[config.mk]
export PLATFORM = sky130hd
export DESIGN_NAME = vend_controller_flat
export DESIGN_NICKNAME = d
export VERILOG_FILES = /design/src/rtl/vend_pkg.sv /design/src/rtl/vend_if.sv /design/src/rtl/vend_change_select.sv /design/src/rtl/vend_controller.sv /design/src/flat_wrapper.sv
export SDC_FILE = /design/constraint.sdc
export NUM_CORES = 1
export LEC_CHECK = 0
export BUFFER_PORTS_ARGS = -buffer_cell sky130_fd_sc_hd__buf_4
export CAP_MARGIN = 20
export CORE_MARGIN = 2
export CORE_UTILIZATION = 35
export CTS_CLUSTER_DIAMETER = 60
export DETAILED_ROUTE_END_ITERATION = 16
export SLEW_MARGIN = 20
export SYNTH_ARGS = -nofsm -noshare
export SYNTH_HDL_FRONTEND = slang
export SYNTH_SLANG_ARGS = --single-unit
[constraint.sdc]
create_clock -name clk -period 2.5 [get_ports clk]
set_input_delay 0.375 -clock clk [delete_from_list [all_inputs] [get_ports clk]]
set_output_delay 0.375 -clock clk [all_outputs]
set_load 0.005 [all_outputs]
[src/rtl/vend_pkg.sv]
// Shared vending types: coin encodings, FSM states and coin values.
// Also used by the other vending machine blocks for coin decoding.
package vend_pkg;

    localparam logic [2:0] COIN_NONE = 3'b000;
    localparam logic [2:0] COIN_1    = 3'b001;
    localparam logic [2:0] COIN_2    = 3'b010;
    localparam logic [2:0] COIN_5    = 3'b101;

    typedef enum logic [1:0] {
        S_COLLECT = 2'd0,
        S_VEND    = 2'd1,
        S_PAYOUT  = 2'd2
    } vend_state_e;

    // Rupee value of a coin code; 0 for "none" and for illegal codes.
    function automatic logic [3:0] coin_value(input logic [2:0] code);
        logic [3:0] v;
        case (code)
            COIN_1:  v = 4'd1;
            COIN_2:  v = 4'd2;
            COIN_5:  v = 4'd5;
            default: v = 4'd0;
        endcase
        return v;
    endfunction

endpackage

[src/rtl/vend_if.sv]
// Vending controller bus: coin input, motor and hopper handshakes, status.
// master = machine side (drives coin/cancel/acks), slave = controller.
interface vend_if;
    import vend_pkg::*;

    logic [2:0] coin;
    logic       cancel;
    logic       motor_req;
    logic       motor_done;
    logic       pay_req;
    logic [2:0] pay_coin;
    logic       pay_ack;
    logic [3:0] credit;
    logic       busy;
    logic       coin_reject;
    logic       fault;
    logic [7:0] vend_count;

    modport master (
        output coin, cancel, motor_done, pay_ack,
        input  motor_req, pay_req, pay_coin, credit,
        input  busy, coin_reject, fault, vend_count
    );

    modport slave (
        input  coin, cancel, motor_done, pay_ack,
        output motor_req, pay_req, pay_coin, credit,
        output busy, coin_reject, fault, vend_count
    );

endinterface

[src/rtl/vend_change_select.sv]
// Greedy change denomination: largest of 5/2/1 not above credit.
// Ports: credit (rupees) in, pay_coin (coin code, 000 when credit=0) out.
module vend_change_select
    import vend_pkg::*;
(
    input  logic [3:0] credit,
    output logic [2:0] pay_coin
);

    always_comb begin
        pay_coin = COIN_NONE;
        if (credit >= 4'd5) begin
            pay_coin = COIN_5;
        end else if (credit >= 4'd2) begin
            pay_coin = COIN_2;
        end else if (credit >= 4'd1) begin
            pay_coin = COIN_1;
        end
    end

endmodule

[src/rtl/vend_controller.sv]
// Vending controller FSM: collects coins, runs the motor, pays change.
// Ports: clk, reset (sync, active-high), bus (vend_if.slave).
module vend_controller
    import vend_pkg::*;
#(
    parameter int PRICE         = 7,
    parameter int MOTOR_TIMEOUT = 32
) (
    input  logic   clk,
    input  logic   reset,
    vend_if.slave  bus
);

    localparam logic [1:0] COLLECT = S_COLLECT;
    localparam logic [1:0] VEND    = S_VEND;
    localparam logic [1:0] PAYOUT  = S_PAYOUT;

    localparam int         TW      = $clog2(MOTOR_TIMEOUT + 1);
    localparam logic [3:0] PRICE4  = 4'(PRICE);
    localparam logic [TW-1:0] TLAST = TW'(MOTOR_TIMEOUT - 1);

    logic [1:0]    state,       state_n;
    logic [3:0]    credit,      credit_n;
    logic [7:0]    vend_count,  count_n;
    logic [TW-1:0] tmr,         tmr_n;
    logic          motor_req;
    logic          pay_req;
    logic [2:0]    pay_coin,    pay_coin_n;
    logic          coin_reject, reject_n;
    logic          fault,       fault_n;
    logic [3:0]    coin_val;
    logic [3:0]    sum;
    logic [3:0]    remain;

    assign coin_val = coin_value(bus.coin);
    assign sum      = credit + coin_val;
    assign remain   = credit - PRICE4;

    // Denomination follows the credit the FSM will hold next cycle,
    // so pay_coin is registered alongside pay_req.
    vend_change_select u_sel (
        .credit   (credit_n),
        .pay_coin (pay_coin_n)
    );

    always_comb begin
        state_n  = state;
        credit_n = credit;
        count_n  = vend_count;
        tmr_n    = tmr;
        reject_n = 1'b0;
        fault_n  = 1'b0;
        case (state)
            COLLECT: begin
                tmr_n = '0;
                // A taken cancel wins over a coin in the same cycle.
                if (bus.cancel && credit != 4'd0) begin
                    reject_n = (bus.coin != COIN_NONE);
                    state_n  = PAYOUT;
                end else if (bus.coin != COIN_NONE) begin
                    if (coin_val == 4'd0) begin
                        reject_n = 1'b1;
                    end else begin
                        credit_n = sum;
                        if (sum >= PRICE4) begin
                            state_n = VEND;
                        end
                    end
                end
            end
            VEND: begin
                reject_n = (bus.coin != COIN_NONE);
                if (bus.motor_done) begin
                    credit_n = remain;
                    count_n  = vend_count + 8'd1;
                    state_n  = (remain != 4'd0) ? PAYOUT : COLLECT;
                end else if (tmr == TLAST) begin
                    // Timed out: refund everything, no vend counted.
                    fault_n = 1'b1;
                    state_n = PAYOUT;
                end else begin
                    tmr_n = tmr + TW'(1);
                end
            end
            PAYOUT: begin
                reject_n = (bus.coin != COIN_NONE);
                if (bus.pay_ack) begin
                    credit_n = credit - coin_value(pay_coin);
                    if (credit_n == 4'd0) begin
                        state_n = COLLECT;
                    end
                end
            end
            default: begin
                state_n = COLLECT;
            end
        endcase
    end

    always_ff @(posedge clk) begin
        if (reset) begin
            state       <= COLLECT;
            credit      <= 4'd0;
            vend_count  <= 8'd0;
            tmr         <= '0;
            motor_req   <= 1'b0;
            pay_req     <= 1'b0;
            pay_coin    <= COIN_NONE;
            coin_reject <= 1'b0;
            fault       <= 1'b0;
        end else begin
            state       <= state_n;
            credit      <= credit_n;
            vend_count  <= count_n;
            tmr         <= tmr_n;
            motor_req   <= (state_n == VEND);
            pay_req     <= (state_n == PAYOUT);
            pay_coin    <= (state_n == PAYOUT) ? pay_coin_n : COIN_NONE;
            coin_reject <= reject_n;
            fault       <= fault_n;
        end
    end

    assign bus.motor_req   = motor_req;
    assign bus.pay_req     = pay_req;
    assign bus.pay_coin    = pay_coin;
    assign bus.credit      = credit;
    assign bus.busy        = (state != COLLECT);
    assign bus.coin_reject = coin_reject;
    assign bus.fault       = fault;
    assign bus.vend_count  = vend_count;

endmodule

[src/flat_wrapper.sv]
// flat-port wrapper written by rule: the top's interface ports become plain ports
module vend_controller_flat import vend_pkg::*;
#(
    parameter int PRICE         = 7,
    parameter int MOTOR_TIMEOUT = 32
)
  (clk, reset, bus_coin, bus_cancel, bus_motor_done, bus_pay_ack, bus_motor_req, bus_pay_req, bus_pay_coin, bus_credit, bus_busy, bus_coin_reject, bus_fault, bus_vend_count);
  vend_if bus_i ();
  input  logic clk;
  input  logic reset;
  input wire logic [$bits(bus_i.coin)-1:0] bus_coin;
  input wire logic [$bits(bus_i.cancel)-1:0] bus_cancel;
  input wire logic [$bits(bus_i.motor_done)-1:0] bus_motor_done;
  input wire logic [$bits(bus_i.pay_ack)-1:0] bus_pay_ack;
  output wire logic [$bits(bus_i.motor_req)-1:0] bus_motor_req;
  output wire logic [$bits(bus_i.pay_req)-1:0] bus_pay_req;
  output wire logic [$bits(bus_i.pay_coin)-1:0] bus_pay_coin;
  output wire logic [$bits(bus_i.credit)-1:0] bus_credit;
  output wire logic [$bits(bus_i.busy)-1:0] bus_busy;
  output wire logic [$bits(bus_i.coin_reject)-1:0] bus_coin_reject;
  output wire logic [$bits(bus_i.fault)-1:0] bus_fault;
  output wire logic [$bits(bus_i.vend_count)-1:0] bus_vend_count;
  assign bus_i.coin = bus_coin;
  assign bus_i.cancel = bus_cancel;
  assign bus_i.motor_done = bus_motor_done;
  assign bus_i.pay_ack = bus_pay_ack;
  assign bus_motor_req = bus_i.motor_req;
  assign bus_pay_req = bus_i.pay_req;
  assign bus_pay_coin = bus_i.pay_coin;
  assign bus_credit = bus_i.credit;
  assign bus_busy = bus_i.busy;
  assign bus_coin_reject = bus_i.coin_reject;
  assign bus_fault = bus_i.fault;
  assign bus_vend_count = bus_i.vend_count;
  vend_controller #(.PRICE(PRICE), .MOTOR_TIMEOUT(MOTOR_TIMEOUT)) u_core (.clk(clk), .reset(reset), .bus(bus_i));
endmodule
; ---- Yosys cells after proc, flatten, opt, wreduce, memory -nomap -nowiden
; Index checks and enable logic that the tools add are counted.
[op_classes]
reduce_logical = 15
n_eq_ne = 13
bitwise_logic = 2
mux = 31
n_addsub = 5
magnitude_cmp = 4
[op_table]
columns = op, n
row1 = 4-bit 2-to-1 mux, 7
row2 = 2-bit 2-to-1 mux, 10
row3 = 3-bit case mux with 3 select lines, 2
row4 = 6-bit 2-to-1 mux, 2
row5 = 4-bit case mux with 3 select lines, 1
row6 = 6-bit case mux with 2 select lines, 1
row7 = 8-bit by 1-bit adder with 8-bit output (second input constant), 1
row8 = 4-bit by 3-bit >= comparator with 1-bit output (second input constant), 2
row9 = 4-bit logical NOT, 2
row10 = 4-bit nonzero test, 2
row11 = 6-bit by 1-bit adder with 6-bit output (second input constant), 1
row12 = 3-bit by 1-bit == test with 1-bit output (second input constant), 2
row13 = 3-bit by 2-bit == test with 1-bit output (second input constant), 2
row14 = 3-bit == test (second input constant), 2
row15 = 6-bit by 5-bit == test with 1-bit output (second input constant), 1
row16 = 2-bit case mux with 3 select lines, 1
row17 = 3-bit OR reduction, 2
row18 = 1-bit 2-to-1 mux, 5
row19 = 4-bit by 3-bit adder with 4-bit output, 1
row20 = 2-bit by 1-bit == test with 1-bit output (second input constant), 2
row21 = 2-bit == test (second input constant), 2
row22 = 4-bit by 1-bit >= comparator with 1-bit output (second input constant), 1
row23 = 4-bit by 2-bit >= comparator with 1-bit output (second input constant), 1
row24 = 2-bit != test (second input constant), 2
row25 = other kinds (12), 15
[totals]
input_bits = 8
regBits = 27
output_inout_bits = 20
wordCells = 80

; ---- Depth between registers and ports, before layout
[logic_depth]
word_depth = 12
depth_mapped = 10
depth_no_buf = 10

; ---- Hierarchy
; Synthesis repeated with hierarchy kept, for this count alone.
[hier_totals]
cells_unflattened = 214
area_unflattened_um2 = 1850.5
[modules_own_cells]
columns = module, cells_each, instances, area_per_inst_um2, seq_area_each_um2
row1 = vend_controller, 208, 1, 1805.5, 540.5
row2 = vend_change_select, 6, 1, 45.0, 0.0

; ---- Worst setup path after synthesis
; Ideal clock, no wire load.
[synth_path]
kind = register to register
startpoint = register u_core.credit[0] (netlist: u_core.bus.credit[0])
endpoint = register u_core.pay_coin[1] (netlist: u_core.bus.pay_coin[1])
path_stages_with_launch = 10
n_path_buf = 0
arrival_time_ps = 2268
setup_time_ps = 73
setup_slack_ps = 159
required_ps = 2427
synth_period_minus_slack_ps = 2341
path_cell_list = dfxtp_1 inv_1 ha_1 fa_1 nand4b_1 a211o_1 and3_1 o22ai_2 nand3_1 nor3b_2
[synth_between]
elab_chain_len = 10
word_cells_on_any_way = 29
classes_between = 3 x add/sub / 3 x order compare / 1 x eq/ne / 16 x mux / 1 x bitwise / 5 x reduce/logical
[synth_rtl]
columns = element, line_no
row1 = "start, declared", vend_controller.sv:23  ; logic [3:0] credit, credit_n;
row2 = "start signal, assigned", vend_controller.sv:113  ; credit <= credit_n;
row3 = 4-bit by 3-bit adder with 4-bit output, vend_controller.sv:36  ; assign sum = credit + coin_val;
row4 = 4-bit by 3-bit >= comparator with 1-bit output, vend_controller.sv:65  ; if (sum >= PRICE4) begin
row5 = 2-bit 2-to-1 mux, vend_controller.sv:65
row6 = 2-bit 2-to-1 mux, vend_controller.sv:61  ; if (coin_val == 4'd0) begin
row7 = 2-bit 2-to-1 mux, vend_controller.sv:60  ; end else if (bus.coin != COIN_NONE) begin
row8 = 2-bit 2-to-1 mux, vend_controller.sv:57  ; if (bus.cancel && credit != 4'd0) begin
row9 = 2-bit case mux with 3 select lines, vend_controller.sv:53  ; case (state)
row10 = 2-bit == test, vend_controller.sv:118  ; pay_coin <= (state_n == PAYOUT) ? pay_coin_n : COIN_NONE;
row11 = 1-bit inverter (no source line), --
row12 = 3-bit OR reduction (no source line), --
row13 = "end signal, assigned", vend_controller.sv:118
row14 = "end, declared", vend_controller.sv:28  ; logic [2:0] pay_coin, pay_coin_n;
; Several ways; a longest one is shown, not always the timed one.
; A chain may end at the register's enable or synchronous reset.

; ---- Worst setup path in the final report
[layout_path]
startpoint = register u_core.pay_coin[0] (netlist: u_core.bus.pay_coin[0])
endpoint = register u_core.pay_coin[1] (netlist: u_core.bus.pay_coin[1])
[layout_between]
elab_chain_len = 12
word_cells_on_any_way = 19
classes_between = 1 x add/sub / 2 x order compare / 4 x eq/ne / 9 x mux / 1 x bitwise / 2 x reduce/logical
[layout_rtl]
columns = element, line_no
row1 = "3-bit == test, or another cell as far along", vend_pkg.sv:19  ; case (code)
row2 = 3-bit case mux with 3 select lines *, vend_pkg.sv:19
row3 = 4-bit 2-to-1 mux *, vend_controller.sv:87  ; if (bus.pay_ack) begin
row4 = 4-bit 2-to-1 mux *, vend_controller.sv:53
row5 = 4-bit subtractor *, vend_controller.sv:88  ; credit_n = credit - coin_value(pay_coin);
row6 = 4-bit logical NOT, vend_controller.sv:89  ; if (credit_n == 4'd0) begin
row7 = 2-bit 2-to-1 mux, vend_controller.sv:89
row8 = 2-bit 2-to-1 mux, vend_controller.sv:87
row9 = 2-bit case mux with 3 select lines, vend_controller.sv:53
row10 = 2-bit == test, vend_controller.sv:118
row11 = 1-bit inverter (no source line), --
row12 = 3-bit OR reduction (no source line), --
; Mark *: on every way between the ends. The rest lies on a longest branch, timed or not. The select of a mux whose other input is x is not followed.

==> key figures <==
Global routing
  – Total global routing overflow: 0
  – First-pass GRT wire length: roughly 7300 um
  – Antenna violations before repair: 0
  – Pin count of the biggest net entering global routing: 20
  – Met1 usage: 0.202
  – Most Crowded Layer GR: met2
  – GRT met3 Usage: 0.0365
  – Total track usage: 0.148
  – Vias in the first global route: 1583
  – M2 GR Usage: 0.234

Clocking
  – Clock buffer count from CTS: 3
  – CTS H-tree lvls: 1
  – CTS Root Cell: clkbuf_8
  – CTS tree: built
  – Clock Sinks: 27
  – Reg clk slew, reported paths: ~0.090 ns
  – CTS Buffer Depth: 2
  – Worst skew pair latency: 0.26 ns

Timing
  – Endpoints failing hold: 0
  – Relative slew slack: 0.635
  – Final setup fails: 0
  – Post-route clock period utilization: 0.965
  – Final worst clock skew: 0.00271 ns
  – Worst slew pin tran: 0.541 ns
  – Final Max Tran Viols: 0
  – Minimum clock period after layout: 2.41 ns
  – Max Freq: 414 MHz

Pwr
  – Leakage power: 0.935 nW
  – Pwr Density: 517 nW/um2
  – Clock group share of total power: 0.205
  – Peak VDD IR: 475 uV
  – Combinational power share: 0.393
  – Internal Pwr Total: 0.000778 W
  – Net switching power: 0.000394 W
  – Register share of total power: 0.402
  – Switch share: 0.336
  – Power Total: 0.00117 W

Critical path
  – Slowest stage cell on the critical path: fa_2
  – CP max FO: 4
  – Crit path DAT: 2.61 ns
  – Crit path launch type: register
  – CP Capture Type: register
  – CP required: 2.70 ns
  – Buf/Inv on CP: 0
  – Family with the most delay on the worst path: simple AND/OR/NAND/NOR gates
  – CP max stage delay: 0.57 ns
  – Cell Chain, Critical Path: nor2b_2, ha_1, fa_2, nand4b_1, a211o_1, and3_1, o22ai_2, nand3_2, nor3b_2
  – Reg2reg setup slack: about 0.087 ns
  – CP Class: register to register

Finish
  – Nets: 271
  – Area of the multi-input gates: 1250 um2
  – Layout cells sized above 1: 0.264
  – Final core utilization: 0.444
  – Most common cell after layout, fill and taps aside: buf_4
  – Synth-to-Final Area Change: 21.7%
  – Highest-count cells in the layout ignoring fill and taps: buf_4 (38), dfxtp_1 (27), nor2_1 (20)
  – Post-Layout Cell Count: 316
  – Fillers: approximately 530
  – Diodes inserted: 0
  – Register area: 541 um2

Floorplan
  – Die span in x: a little under 80 um
  – Die area: 5920 um2
  – CORE AREA: 5110 um2
  – Num rows: 26
  – Die Ht: 76.9 um
  – I/O pin cnt: 28
  – Initial Util: 0.365

Hold path
  – Hold crit path type: primary input to register

Placed design
  – PortBufs: 27
  – GPL Wtd Cong: 0.888
  – DP HPWL: roughly 3300 um
  – Dpl cells: 310

Run status
  – Status: complete, no violations

Yosys
  – Yosys reg bits: 27
  – YS warnings: 0
  – Post-Syn Area per Cell: ~8.9 um2
  – Number of synthesized flops with an enable pin: 0
  – Post-Syn Area: 1860 um2
  – Gate Count Post-Synth: around 210
  – Most used DFF post-synth: dfxtp_1
  – Synth Net Count: about 230
  – Register area share after synthesis: 0.290
  – Cell variety after synth: 59
  – FFs w/ async S/R, synth: 0

Drt
  – DR vias: approximately 1600
  – Vias per inst: between 5 and 6
  – Drt pass-1 iters: 4
  – DR DRC count: 0
  – Antenna Violating Nets Remaining: 0
  – Routed WL: 4160 um
  – Starting DRC count in detailed routing: 63
  – WL/cell: approximately 13 um

Run
  – MaxCap Viol Count: 0
==> repair_timing <==
item / CTS / global route
hold buffers: 0 / 0
gates resized for setup: 0 / 4
setup endpoints to repair: 0 / 3
setup buffers: 0 / 2
==> power groups by stage <==
stage / clock (W) / combinational (W) / sequential [W]
3_3_place_gp: 0 / 0.000448 / 0.000481
6_report: 0.000240 / 0.000461 / 0.000471
5_1_grt: 0.000266 / 0.000508 / 0.000475
2_1_floorplan: 0 / 0.000293 / 0.000486
3_5_place_dp: 0 / 0.000448 / 0.000481
4_1_cts: 0.000251 / 0.000450 / 0.000470
==> routing by layer <==
| metal | share of wire | routed length [um] |
|---|---|---|
| met1 | 0.47 | 1950 |
| met2 | 0.46 | 1900 |
| met3 | 0.063 | 263 |
| met4 | 0.011 | 45 |
| met5 | 0 | 0 |
==> sequential cells by signal, indices dropped and copies added, names as in the netlist <==
register and cells:
u_core.bus.fault 1, u_core.state 2, u_core.bus.coin_reject 1, u_core.tmr 6, u_core.bus.pay_req 1, u_core.bus.pay_coin 3
u_core.bus.motor_req 1, u_core.bus.credit 4, u_core.bus.vend_count 8
==> cell usage after synthesis (2+ instances only) <==
cell type / number / area, um2
a2111oi_2: 2 / 30.0
a21boi_0: 2 / 15.0
a21oi_1: 12 / 60.1
and2_1: 3 / 18.8
and3_1: 3 / 18.8
clkbuf_1: 3 / 11.3
dfxtp_1: 27 / 541
fa_1: 2 / 40.0
ha_1: 14 / 175
inv_1: 15 / 56.3
mux2i_1: 3 / 30.0
nand2_1: 18 / 67.6
nand2b_1: 2 / 12.5
nand3_1: 6 / 30.0
nand3b_1: 2 / 15.0
nand4_1: 8 / 50.1
nor2_1: 20 / 75.1
nor2b_1: 7 / 43.8
nor3b_2: 2 / 25.0
o21ai_0: 5 / 25.0
o21ai_1: 3 / 15.0
or3_1: 2 / 12.5
xnor2_1: 4 / 35.0
xor2_1: 9 / 78.8
==> worst reg2reg max path: cells and delay by family (launching register included) <==
family	cells	cell delay, ns
flops	1	0.33
compound gates	2	0.47
fa+ha+maj	2	0.77
simple gates	5	0.78
==> cell type report <==
cell class / instances / area share
Timing Repair Buffer: 38 / 0.126
Tap cell: 70 / 0.0387
Sequential cell: 27 / 0.239
Clock buffer: 4 / 0.0199
Multi-Input combinational cell: 162 / 0.552
Inverter: 15 / 0.0248
==> cell families (layout without fill, tap and decap cells) <==
kind of cell | Yosys count | count (layout) | share of synthesized area
and+or+nand+nor | 85 | 85 | 0.259
buffers and inverters | 20 | 57 | 0.0497
xor gates and xnor gates | 13 | 13 | 0.0612
AOI/OAI and AO/OA | 43 | 43 | 0.194
adders and majority gates | 16 | 16 | 0.116
muxes | 5 | 5 | 0.0302
DFF | 27 | 27 | 0.290
==> final timing paths <==
| kind | startpoint | end | cells past startpoint |
|---|---|---|---|
| setup / recovery | u_core.bus.pay_coin[0]$_SDFF_PP0_ | u_core.bus.pay_coin[1]$_SDFF_PP0_ | 9 |
| hold / removal | bus_coin[0] | u_core.bus.coin_reject$_SDFF_PP0_ | 3 |
| setup reg to reg | u_core.bus.pay_coin[0]$_SDFF_PP0_ | u_core.bus.pay_coin[1]$_SDFF_PP0_ | 9 |
| hold reg to reg | u_core.bus.vend_count[7]$_SDFFE_PP0P_ | u_core.bus.vend_count[7]$_SDFFE_PP0P_ | 2 |
==> stage by stage <==
step	instance area, um2	hold WS, ns	worst slack (ns)	setup TNS [ns]
after detailed placement	2180	0.482	-0.0512	-0.0512
final	2270	0.392	0.0867	0
after floorplan	1860	0.460	0.159	0
after global routing	2270	0.419	-0.0111	-0.0111
after CTS	2230	0.391	0.0147	0
after global placement	2180	0.475	0.0450	0
No activity file was read; power rests on OpenSTA's default activity.
